`src/rtl/alu_ctrl_muldiv.sv`:
```
// alu_ctrl_muldiv
//
// ALU control for the RV32 datapath, with an optional iterative RV32M
// multiply/divide engine that sits in EX beside the ALU.
//
// Build option: define ALU_MULDIV_EN to include the multiply/divide engine.
// Without it, no engine registers exist. is_muldiv, in_ready, out_valid,
// md_busy and md_result are tied to 0, and funct7=0000001 R-format
// instructions decode as ordinary R-format by funct3.
//
// Ports:
//   clk, rst       rising-edge clock, synchronous active-high reset
//   ALUOp          op class from main control
//   inst           current EX instruction
//   rs1_val        operand A (dividend / multiplier)
//   rs2_val        operand B (divisor / multiplicand)
//   ALU_selection  combinational ALU_* operation code
//   is_muldiv      combinational, current instruction is an M op
//   in_valid       EX holds a valid instruction
//   in_ready       engine idle, can accept
//   md_result      registered M-op result
//   out_valid      md_result valid
//   out_ready      consumer takes the result
//   md_busy        engine not idle (stall request to the hazard unit)
module alu_ctrl_muldiv #(
   parameter int XLEN = 32
) (
   input  logic            clk,
   input  logic            rst,
   input  logic [1:0]      ALUOp,
   input  logic [31:0]     inst,
   input  logic [XLEN-1:0] rs1_val,
   input  logic [XLEN-1:0] rs2_val,
   output logic [3:0]      ALU_selection,
   output logic            is_muldiv,
   input  logic            in_valid,
   output logic            in_ready,
   output logic [XLEN-1:0] md_result,
   output logic            out_valid,
   input  logic            out_ready,
   output logic            md_busy
);

   localparam logic [3:0] ALU_ADD  = 4'd0;
   localparam logic [3:0] ALU_SUB  = 4'd1;
   localparam logic [3:0] ALU_SLL  = 4'd2;
   localparam logic [3:0] ALU_SLT  = 4'd3;
   localparam logic [3:0] ALU_SLTU = 4'd4;
   localparam logic [3:0] ALU_XOR  = 4'd5;
   localparam logic [3:0] ALU_SRL  = 4'd6;
   localparam logic [3:0] ALU_SRA  = 4'd7;
   localparam logic [3:0] ALU_OR   = 4'd8;
   localparam logic [3:0] ALU_AND  = 4'd9;
   localparam logic [3:0] ALU_PASS = 4'd10;

   logic [2:0] funct3;
   logic       isOpImm;
   logic       unusedInstBits;

   assign funct3         = inst[14:12];
   assign isOpImm        = (inst[6:2] == 5'b00100);
   assign unusedInstBits = ^inst;

   // ALU operation decode. This path is purely combinational and does not
   // depend on the engine. For OP-IMM, inst[30] is only meaningful for the
   // right shifts. ADDI must ignore it, because for ADDI that bit is part of
   // the immediate. For R-format, inst[30] also selects SUB over ADD.
   always_comb begin
      ALU_selection = ALU_ADD;
      case (ALUOp)
         2'b00: begin
            if (isOpImm) begin
               case (funct3)
                  3'b000:  ALU_selection = ALU_ADD;
                  3'b001:  ALU_selection = ALU_SLL;
                  3'b010:  ALU_selection = ALU_SLT;
                  3'b011:  ALU_selection = ALU_SLTU;
                  3'b100:  ALU_selection = ALU_XOR;
                  3'b101:  ALU_selection = inst[30] ? ALU_SRA : ALU_SRL;
                  3'b110:  ALU_selection = ALU_OR;
                  default: ALU_selection = ALU_AND;
               endcase
            end
         end
         2'b01:   ALU_selection = ALU_SUB;
         2'b11:   ALU_selection = ALU_PASS;
         default: begin
            case (funct3)
               3'b000:  ALU_selection = inst[30] ? ALU_SUB : ALU_ADD;
               3'b001:  ALU_selection = ALU_SLL;
               3'b010:  ALU_selection = ALU_SLT;
               3'b011:  ALU_selection = ALU_SLTU;
               3'b100:  ALU_selection = ALU_XOR;
               3'b101:  ALU_selection = inst[30] ? ALU_SRA : ALU_SRL;
               3'b110:  ALU_selection = ALU_OR;
               default: ALU_selection = ALU_AND;
            endcase
         end
      endcase
   end

`ifdef ALU_MULDIV_EN

   localparam int CW = $clog2(XLEN) + 1;
   localparam logic [CW-1:0]   LAST_ITER = CW'(XLEN - 1);
   localparam logic [XLEN-1:0] MIN_VAL   = {1'b1, {(XLEN-1){1'b0}}};

   typedef enum logic [1:0] {IDLE, MUL, DIV, DONE} stateT;

   stateT             state, stateNext;
   logic [CW-1:0]     cnt;
   logic [2:0]        f3Reg;
   logic [XLEN-1:0]   opB;
   logic [2*XLEN-1:0] acc;
   logic              negRes;
   logic              negRem;
   logic [XLEN-1:0]   result;

   logic              accept;
   logic              aSigned, bSigned, aNeg, bNeg;
   logic [XLEN-1:0]   magA, magB;
   logic              divByZero, divOverflow, special;
   logic [XLEN-1:0]   specialResult;
   logic [XLEN:0]     mulSum;
   logic [2*XLEN-1:0] mulNext, mulFull;
   logic [XLEN:0]     divTrial;
   logic [2*XLEN-1:0] divNext;
   logic [XLEN-1:0]   mulResult, divResult, quo, rem;

   assign is_muldiv = (ALUOp == 2'b10) && (inst[31:25] == 7'b0000001);
   assign accept    = in_valid && in_ready && is_muldiv;
   assign in_ready  = (state == IDLE);
   assign md_busy   = (state != IDLE);
   assign out_valid = (state == DONE);
   assign md_result = result;

   // Decode at acceptance. This block works out which operands are signed,
   // takes their magnitudes, and spots the cases that skip iteration. MUL
   // (low half) is the same for any signedness, so it treats both operands
   // as unsigned. The magnitude of the most negative value still fits as
   // an unsigned XLEN-bit number.
   always_comb begin
      aSigned       = (funct3 == 3'b001) || (funct3 == 3'b010) ||
                      (funct3 == 3'b100) || (funct3 == 3'b110);
      bSigned       = (funct3 == 3'b001) || (funct3 == 3'b100) ||
                      (funct3 == 3'b110);
      aNeg          = aSigned && rs1_val[XLEN-1];
      bNeg          = bSigned && rs2_val[XLEN-1];
      magA          = aNeg ? -rs1_val : rs1_val;
      magB          = bNeg ? -rs2_val : rs2_val;
      divByZero     = funct3[2] && (rs2_val == '0);
      divOverflow   = funct3[2] && !funct3[0] &&
                      (rs1_val == MIN_VAL) && (rs2_val == '1);
      special       = divByZero || divOverflow;
      specialResult = '0;
      if (divByZero) begin
         specialResult = funct3[1] ? rs1_val : '1;
      end else if (divOverflow) begin
         specialResult = funct3[1] ? '0 : rs1_val;
      end
   end

   // One iteration step for each algorithm, plus the final sign fix-up.
   // The multiplier works right-to-left. The low half of acc holds the
   // multiplier bits still to be used, and the high half collects partial
   // sums. The divider keeps the remainder in the high half and shifts the
   // dividend out of the low half while the quotient bits shift in. On the
   // last iteration the result is formed from these next values, so it
   // appears together with DONE.
   always_comb begin
      mulSum    = {1'b0, acc[2*XLEN-1:XLEN]} + (acc[0] ? {1'b0, opB} : '0);
      mulNext   = {mulSum, acc[XLEN-1:1]};
      mulFull   = negRes ? -mulNext : mulNext;
      mulResult = (f3Reg == 3'b000) ? mulFull[XLEN-1:0] : mulFull[2*XLEN-1:XLEN];

      divTrial  = {acc[2*XLEN-1:XLEN], acc[XLEN-1]} - {1'b0, opB};
      if (!divTrial[XLEN]) begin
         divNext = {divTrial[XLEN-1:0], acc[XLEN-2:0], 1'b1};
      end else begin
         divNext = {acc[2*XLEN-2:0], 1'b0};
      end
      quo       = divNext[XLEN-1:0];
      rem       = divNext[2*XLEN-1:XLEN];
      divResult = f3Reg[1] ? (negRem ? -rem : rem) : (negRes ? -quo : quo);
   end

   // Engine state register.
   always_ff @(posedge clk) begin
      if (rst) begin
         state <= IDLE;
      end else begin
         state <= stateNext;
      end
   end

   // Next-state logic. Divide-by-zero and signed overflow go straight to
   // DONE. Everything else iterates XLEN times. DONE waits for the
   // consumer to take the result.
   always_comb begin
      stateNext = state;
      case (state)
         IDLE: begin
            if (accept) begin
               if (special) begin
                  stateNext = DONE;
               end else if (funct3[2]) begin
                  stateNext = DIV;
               end else begin
                  stateNext = MUL;
               end
            end
         end
         MUL, DIV: begin
            if (cnt == LAST_ITER) begin
               stateNext = DONE;
            end
         end
         default: begin
            if (out_ready) begin
               stateNext = IDLE;
            end
         end
      endcase
   end

   // Datapath registers. Operands are latched only on acceptance, so later
   // changes on rs1_val/rs2_val have no effect on an operation in flight.
   // The result register holds its value through DONE.
   always_ff @(posedge clk) begin
      if (rst) begin
         cnt    <= '0;
         f3Reg  <= '0;
         opB    <= '0;
         acc    <= '0;
         negRes <= 1'b0;
         negRem <= 1'b0;
         result <= '0;
      end else begin
         case (state)
            IDLE: begin
               if (accept) begin
                  cnt    <= '0;
                  f3Reg  <= funct3;
                  opB    <= magB;
                  acc    <= {{XLEN{1'b0}}, magA};
                  negRes <= aNeg ^ bNeg;
                  negRem <= aNeg;
                  if (special) begin
                     result <= specialResult;
                  end
               end
            end
            MUL: begin
               acc <= mulNext;
               cnt <= cnt + CW'(1);
               if (cnt == LAST_ITER) begin
                  result <= mulResult;
               end
            end
            DIV: begin
               acc <= divNext;
               cnt <= cnt + CW'(1);
               if (cnt == LAST_ITER) begin
                  result <= divResult;
               end
            end
            default: ;
         endcase
      end
   end

`else

   logic unusedEngineInputs;

   assign is_muldiv          = 1'b0;
   assign in_ready           = 1'b0;
   assign out_valid          = 1'b0;
   assign md_busy            = 1'b0;
   assign md_result          = '0;
   assign unusedEngineInputs = ^{clk, rst, in_valid, out_ready, rs1_val, rs2_val};

`endif

endmodule

```
`config.mk`:
```
export PLATFORM = sky130hd
export DESIGN_NAME = alu_ctrl_muldiv
export DESIGN_NICKNAME = d
export VERILOG_FILES = /design/src/rtl/alu_ctrl_muldiv.sv
export SDC_FILE = /design/constraint.sdc
export NUM_CORES = 1
export LEC_CHECK = 0
export ABC_AREA = 1
export BUFFER_PORTS_ARGS = -buffer_cell sky130_fd_sc_hd__buf_2
export CAP_MARGIN = 5
export CORE_AREA = 2 2 54 56
export DETAILED_ROUTE_END_ITERATION = 10
export DIE_AREA = 0 0 56 58
export PLACE_DENSITY = 0.75
export SLEW_MARGIN = 30
export SYNTH_ARGS = -nofsm -noshare
export SYNTH_HDL_FRONTEND = slang
export SYNTH_SLANG_ARGS = --single-unit
```
`constraint.sdc`:
```
create_clock -name vclk -period 0.9
set_clock_uncertainty 0.05 [all_clocks]
set_input_delay 0.18 -clock vclk [all_inputs]
set_output_delay 0.18 -clock vclk [all_outputs]
set_load 0.05 [all_outputs]
```
# Word level (Yosys, flattened, before mapping)
# Index checks and enable logic that the tools add are counted.
dict set report word_totals {
  word_cells 17
  regBits 0
  out_inout_bits 40
  inputBits 102
}
dict set report op_classes {
  eq_ne 9
  mux 6
  n_reduce_logical 2
}
# op n
set ops {}
lappend ops {{case mux 4 bit (7 select lines)} 2}
lappend ops {{case mux 4 bit (3 select lines)} 1}
lappend ops {{== test 3 bit (second input constant)} 3}
lappend ops {{== test 3 x 2 -> 1 bit (second input constant)} 2}
lappend ops {{== test 5 x 3 -> 1 bit (second input constant)} 1}
lappend ops {{2-to-1 mux 4 bit} 1}
lappend ops {{== test 3 x 1 -> 1 bit (second input constant)} 1}
lappend ops {{zero test 3 bit} 1}
lappend ops {{== test 2 x 1 -> 1 bit (second input constant)} 1}
lappend ops {{== test 2 bit (second input constant)} 1}
lappend ops {{zero test 2 bit} 1}
lappend ops {{2-to-1 mux 1 bit} 2}

# Depth between registers and ports, before layout
# Gate-level depths: netlist of run 1.
dict set report depth {
  ltp_word 4
  depth_mapped 7
  mapped_depth_nobuf 7
}

# Worst setup path before layout of run 1
# OpenSTA, ideal clock, no wires.
dict set report synth_path {
  path_kind {input to output}
  from {in inst[5]}
  to {out ALU_selection[1]}
  path_slack_ns -0.552
  arrival_ns 1.222
  n_path_buf 0
  path_stages 5
  t_required_ns 0.670
  cell_sequence {inv_1 > nand2_1 > nor3_2 > o21ai_0 > nor2_1}
}
dict set report synth_between {
  elab_chain_cells 3
}
# item line_no
set synth_lines {}
lappend synth_lines {{start: declaration} 31} ;# input logic [31:0] inst,
lappend synth_lines {{== test 5 x 3 -> 1 bit} 61} ;# assign isOpImm = (inst[6:2] == 5'b00100);
lappend synth_lines {{2-to-1 mux 4 bit} 72} ;# if (isOpImm) begin
lappend synth_lines {{case mux 4 bit (3 select lines)} 70} ;# case (ALUOp)
lappend synth_lines {{end: declaration} 34} ;# output logic [3:0] ALU_selection,
# No other way between the ends.

# Worst setup path after layout of run 1
dict set report layout_path {
  from {in inst[5]}
  to {out ALU_selection[3]}
}
# Same word-level chain as after synthesis.

==> results of run 1 <==
==> Yosys cell counts <==
master	count	share of area
o21ai_0	2	0.023
nand3_1	2	0.023
nand2_1	10	0.086
conb_1	1	0.0086
nor2_1	7	0.060
inv_1	9	0.078
nor3b_1	1	0.017
a21oi_1	2	0.023
nor3_2	2	0.046
or2_1	1	0.014
buf_4	36	0.62
==> cells by family (layout without fill, tap and decap cells) <==
| logic type | count (synthesis) | after routing | share of synthesized area |
|---|---|---|---|
| and+or+nand+nor | 23 | 23 | 0.2472 |
| other | 1 | 36 | 0.008612 |
| AOI/OAI and AO/OA | 4 | 4 | 0.04598 |
| buffers and inverters | 45 | 25 | 0.6983 |
==> worst max-delay path: cells and delay by family <==
kind | cells | cell delay (ps)
compound gates | 1 | 130
buf+inv | 3 | 350
simple gates | 3 | 340
==> power groups by stage <==
| stage | combinational [mW] | clock, mW | sequential (mW) |
|---|---|---|---|
| 3_3_place_gp | 0.505 | 0 | 0 |
| 6_report | 0.548 | 0 | 0 |
| 5_1_grt | 0.569 | 0 | 0 |
| 2_1_floorplan | 0.571 | 0 | 0 |
| 3_5_place_dp | 0.508 | 0 | 0 |
| 4_1_cts | 0.542 | 0 | 0 |
==> placed cells by master, fill, tap and decap left out, types with 3 or more instances in the layout <==
cell type,synthesis,final
inv_1,9,6
nor2_1,7,3
nand2_1,10,7
conb_1,1,36
buf_6,0,7
buf_2,0,7
==> stage by stage <==
stage / util / cell area, um^2
after floorplan: - / 635.6
after global placement: 0.1828 / 486.7
after detailed placement: 0.1828 / 486.7
after CTS: 0.2049 / 545.5
after global routing: 0.2077 / 553.0
final: 0.2077 / 553.0
==> cell type report <==
| class | instances | share of cell area |
|---|---|---|
| inverters | 9 | 0.08371 |
| well taps | 31 | 0.07014 |
| multi-input cells | 63 | 0.5995 |
| repair buffers | 16 | 0.2466 |
==> per-layer routing <==
metal | global-route usage | wire length, um | vias to the layer above
met4 | 0 | 0 | 0
met5 | 0 | 0 | -
met1 | 0.03239 | 199 | 144
li1 | - | - | 176
met2 | 0.07227 | 377 | 30
met3 | 0.006696 | 134 | 0
==> worst max-delay path by stage <==
stage | end | cells after the start
global route | ALU_selection[3] | 7
global placement | ALU_selection[1] | 7
finish | ALU_selection[3] | 7
floorplan | ALU_selection[2] | 4
CTS | ALU_selection[0] | 7
detailed placement | ALU_selection[0] | 7
==> timing repair <==
item,4_1_cts,5_1_grt
resized for setup,18,2
pin swaps,4,0
endpoints found under the setup margin,4,4
==> results.sh, run 1 <==
export IMPL_status="complete, but fails checks"
export IMPL_violations="setup timing"
export IMPL_place_gp_congestion=0.7398
export IMPL_worstHoldPathType="input port to output pin"
export IMPL_synthesis_area_um2=435.4
export IMPL_drv_cap=0
export IMPL_dpl_worst_slack_ps=-442.7
export IMPL_cp_arrival_ps=1010
export IMPL_placed_cells=119
export IMPL_vias_per_cell=2.941
export IMPL_cp_startpoint="inst[5]"
export IMPL_pwr_share_seq=0
export IMPL_ant_nets=0
export IMPL_dp_hpwl_um=609.1
export IMPL_setup_tns_ps=-1243
export IMPL_dieArea_mm2=0.003248
export IMPL_antenna_cells=0
export IMPL_cp_start_kind="input port"
export IMPL_yosys_warnings=0
export IMPL_cpMaxStageDelayCell="nor3_4"
export IMPL_grt_pass1_vias=235
export IMPL_crit_chain="buf_2, inv_12, nand2_4, nor3_4, o21ai_2, nor2_4, buf_6"
export IMPL_switching_power_mw=0.4532
export IMPL_postCtsSetupBuffers=0
export IMPL_die_x_um=56
export IMPL_ctsHoldBuffers=0
export IMPL_core_mm2=0.002663
export IMPL_hold_violations=0
export IMPL_worstSetupPathType="input port to output pin"
export IMPL_cpPeakStageDelay_ps=180
export IMPL_worst_ep_required_time_ps=670
export IMPL_flops_and_latches=0
export IMPL_die_h_um=58
export IMPL_switching_share=0.8277
export IMPL_row_count=19
export IMPL_nNetsFinal=192
export IMPL_clkPwrFrac=0
export IMPL_combPwrFrac=1.000
export IMPL_firstDrtPassIters=3
export IMPL_fmax_ghz=0.8096
export IMPL_timing_final_ws_setup_ps=-335.2
export IMPL_grt_max_degree=7
export IMPL_vias=350
export IMPL_worstPathMaxFanout=3
export IMPL_antenna_found_initial=0
export IMPL_drive_gt1_frac=0.3636
export IMPL_wire_per_inst_um=5.975
export IMPL_area_growth_syn_to_layout_pct=27.01
export IMPL_syn_area_per_cell_um2=5.965
export IMPL_setup_violations=4
export IMPL_io_buffers=15
export IMPL_grt_usage=0.03270
export IMPL_synthCells=73
export IMPL_leakage_nw=0.3276
export IMPL_drt_iter0_drc=5
export IMPL_whs_path_depth=4
export IMPL_crit_path_end_kind="output pin"
export IMPL_fin_crit_sh=1.372
export IMPL_io_pins=142
export IMPL_p_per_area_mw_per_mm2=990.1
export IMPL_grt_pass1_wl_um=917
export IMPL_drt_total_wl_um=711
export IMPL_ff_latch_area_um2=0
export IMPL_hold_slack_ps=745.0
export IMPL_hold_path_startpoint="ALUOp[0]"
export IMPL_drc=0
export IMPL_whs_endpoint="ALU_selection[2]"
export IMPL_fin_cells=119
export IMPL_finalPower_mw=0.5475
export IMPL_multi_input_area_um2=331.6
export IMPL_clock_buffers=0
export IMPL_vdd_drop_max_mv=0.2944
export IMPL_min_period_ps=1235
export IMPL_netlist_cell_type_count=11
export IMPL_drv_slew=0
export IMPL_rsz0062_at_grt="true"
export IMPL_overflow=0
export IMPL_power_internal_mw=0.09436
export IMPL_start_util=0.1635
export IMPL_fillers=306
export IMPL_synth_seq_area_share=0
Power figures use the tool's default switching activity.
==> run 2: changes to the inputs <==
Settings changed: ABC_AREA 1 to 0, BUFFER_PORTS_ARGS -buffer_cell sky130_fd_sc_hd__buf_2 to unset, CORE_AREA 2 2 54 56 to 2 2 55 57, DIE_AREA 0 0 56 58 to 0 0 57 59, DONT_BUFFER_PORTS set to 1, PLACE_DENSITY 0.75 to unset.
==> run 2 against run 1 <==
The flow still finishes with violations (setup timing). Global-route usage decreased by 0.66 points. Sequential share of layout area unchanged. Die area increased by 3.5%. Synthesized cell count decreased by 21%. Cell area decreased by 25%. Largest cell class unchanged.
==> results.sh, run 2 <==
export IMPL_synth_seq_area_share=0
export IMPL_wire_per_inst_um=6.571
export IMPL_postCtsSetupBuffers=0
export IMPL_finalPower_mw=0.4748
export IMPL_firstDrtPassIters=2
export IMPL_antenna_found_initial=0
export IMPL_vias=277
export IMPL_netlist_cell_type_count=17
export IMPL_worstHoldPathType="input port to output pin"
export IMPL_drt_total_wl_um=598
export IMPL_hold_slack_ps=487.9
export IMPL_worstPathMaxFanout=3
export IMPL_status="complete, but fails checks"
export IMPL_setup_violations=4
export IMPL_fmax_ghz=0.8180
export IMPL_combPwrFrac=1.000
export IMPL_fillers=312
export IMPL_placed_cells=91
export IMPL_flops_and_latches=0
export IMPL_crit_path_end_kind="output pin"
export IMPL_synth_commonest_cells="36 x buf_4, 4 x a21oi_1, 2 x inv_1, 2 x nor2_1, 2 x o21ai_0"
export IMPL_clock_buffers=0
export IMPL_fin_crit_sh=1.358
export IMPL_rsz0062_at_grt="true"
export IMPL_place_gp_congestion=0.7608
export IMPL_syn_area_per_cell_um2=7.054
export IMPL_die_h_um=59
export IMPL_grt_pass1_wl_um=745
export IMPL_synth_top_area_cell="buf_4"
export IMPL_fin_cells=91
export IMPL_switching_share=0.8566
export IMPL_synthesis_area_um2=409.1
export IMPL_area_growth_syn_to_layout_pct=1.835
export IMPL_p_per_area_mw_per_mm2=1140
export IMPL_yosys_warnings=0
export IMPL_synth_most_common_cell="buf_4"
export IMPL_cp_start_kind="input port"
export IMPL_antenna_cells=0
export IMPL_setup_tns_ps=-1239
export IMPL_vdd_drop_max_mv=0.2168
export IMPL_dieArea_mm2=0.003363
export IMPL_synthCells=58
export IMPL_synth_area_top_cells="buf_4 66%, a21oi_1 4.9%, nor4_2 3.1%"
export IMPL_min_period_ps=1222
export IMPL_drv_cap=0
export IMPL_worstSetupPathType="input port to output pin"
export IMPL_grt_max_degree=8
export IMPL_row_count=19
export IMPL_io_buffers=0
export IMPL_grt_usage=0.02606
export IMPL_crit_chain="nand2b_4, nor4_4, a31oi_2, o21ai_4, buf_12"
export IMPL_drive_gt1_frac=0.1833
export IMPL_drt_iter0_drc=12
export IMPL_leakage_nw=0.2106
export IMPL_worst_ep_required_time_ps=670
export IMPL_grt_pass1_vias=160
export IMPL_final_common_cell="conb_1"
export IMPL_timing_final_ws_setup_ps=-322.4
export IMPL_cp_arrival_ps=990
export IMPL_violations="setup timing"
export IMPL_vias_per_cell=3.044
export IMPL_power_internal_mw=0.06810
export IMPL_layout_common_cells="36 x conb_1, 4 x a21oi_1"
export IMPL_switching_power_mw=0.4067
export IMPL_overflow=0
export IMPL_hold_violations=0
export IMPL_cpMaxStageDelayCell="nor4_4"
export IMPL_ctsHoldBuffers=0
export IMPL_drv_slew=0
export IMPL_placed_cell_area_um2=410.4
export IMPL_final_area_um2=416.7
export IMPL_drc=0
export IMPL_die_x_um=57
export IMPL_yosysTopAreaCellShare=0.6606
export IMPL_cpPeakStageDelay_ps=190
export IMPL_clkPwrFrac=0
export IMPL_dp_hpwl_um=552
export IMPL_nNetsFinal=164
export IMPL_core_mm2=0.002710
export IMPL_pwr_share_seq=0
export IMPL_start_util=0.1510
export IMPL_ant_nets=0
export IMPL_io_pins=142
export IMPL_ff_latch_area_um2=0
-- run 2: cell count changes after synthesis, moves of 2 or more --
| cell | previous run | this run |
|---|---|---|
| nand2_1 | 10 | 0 |
| inv_1 | 9 | 2 |
| nor2_1 | 7 | 2 |
| a21oi_1 | 2 | 4 |
| nand3_1 | 2 | 0 |
| nor3_2 | 2 | 0 |
-- run 2: power groups by stage --
stage	Clock, mW	Combinational, mW	Sequential [mW]
final	0	0.475	0
after detailed placement	0	0.470	0
after floorplan	0	0.556	0
after global routing	0	0.489	0
after CTS	0	0.472	0
after global placement	0	0.470	0
-- run 2: path summary, 6_finish.rpt --
check | endpoint | depth (start not counted) | slack [ps] | startpoint
worst max-delay path | ALU_selection[0] | 5 | -320 | inst[6]
worst min-delay path | ALU_selection[0] | 2 | 490 | ALUOp[1]
-- run 2: cell families after synthesis --
| logic type | after synthesis | share of synthesized area |
|---|---|---|
| other | 1 | 0.009166 |
| buffers and inverters | 38 | 0.6789 |
| and+or+nand+nor | 8 | 0.1438 |
| AOI/OAI and AO/OA | 11 | 0.1682 |
-- run 2: per-stage QoR --
stage,util,worst slack (ps)
2_1_floorplan,-,-375.7
3_3_place_gp,0.1514,-310.4
3_5_place_dp,0.1514,-325.7
4_1_cts,0.1537,-319.2
5_1_grt,0.1537,-368.4
6_report,0.1537,-322.4
-- run 2: critical path: cells and delay by family --
kind,cells,cell delay [ps]
AO/OA/AOI/OAI,2,340
buffers and inverters,1,150
AND/OR/NAND/NOR,2,310
-- run 2: repair_timing --
| item | CTS | global route |
|---|---|---|
| endpoints found under the setup margin | 4 | 4 |
| hold endpoints to repair | 0 | 0 |
| gates resized for setup | 1 | 0 |
-- run 2: area by class of cell --
| class | count | area [um^2] | area share |
|---|---|---|---|
| Multi-Input combinational cell | 55 | 322.8 | 0.7748 |
| Timing Repair Buffer | 3 | 47.55 | 0.1141 |
| Inverter | 2 | 7.507 | 0.01802 |
| Tap cell | 31 | 38.79 | 0.09309 |
-- run 2: per-layer routing --
metal  up-vias  wire, um  GRT usage
li1        122         -          -
met1       119       158    0.03175
met2        36       293    0.04762
met3         0       146   0.008734
met4         0         0          0
met5         -         0          0
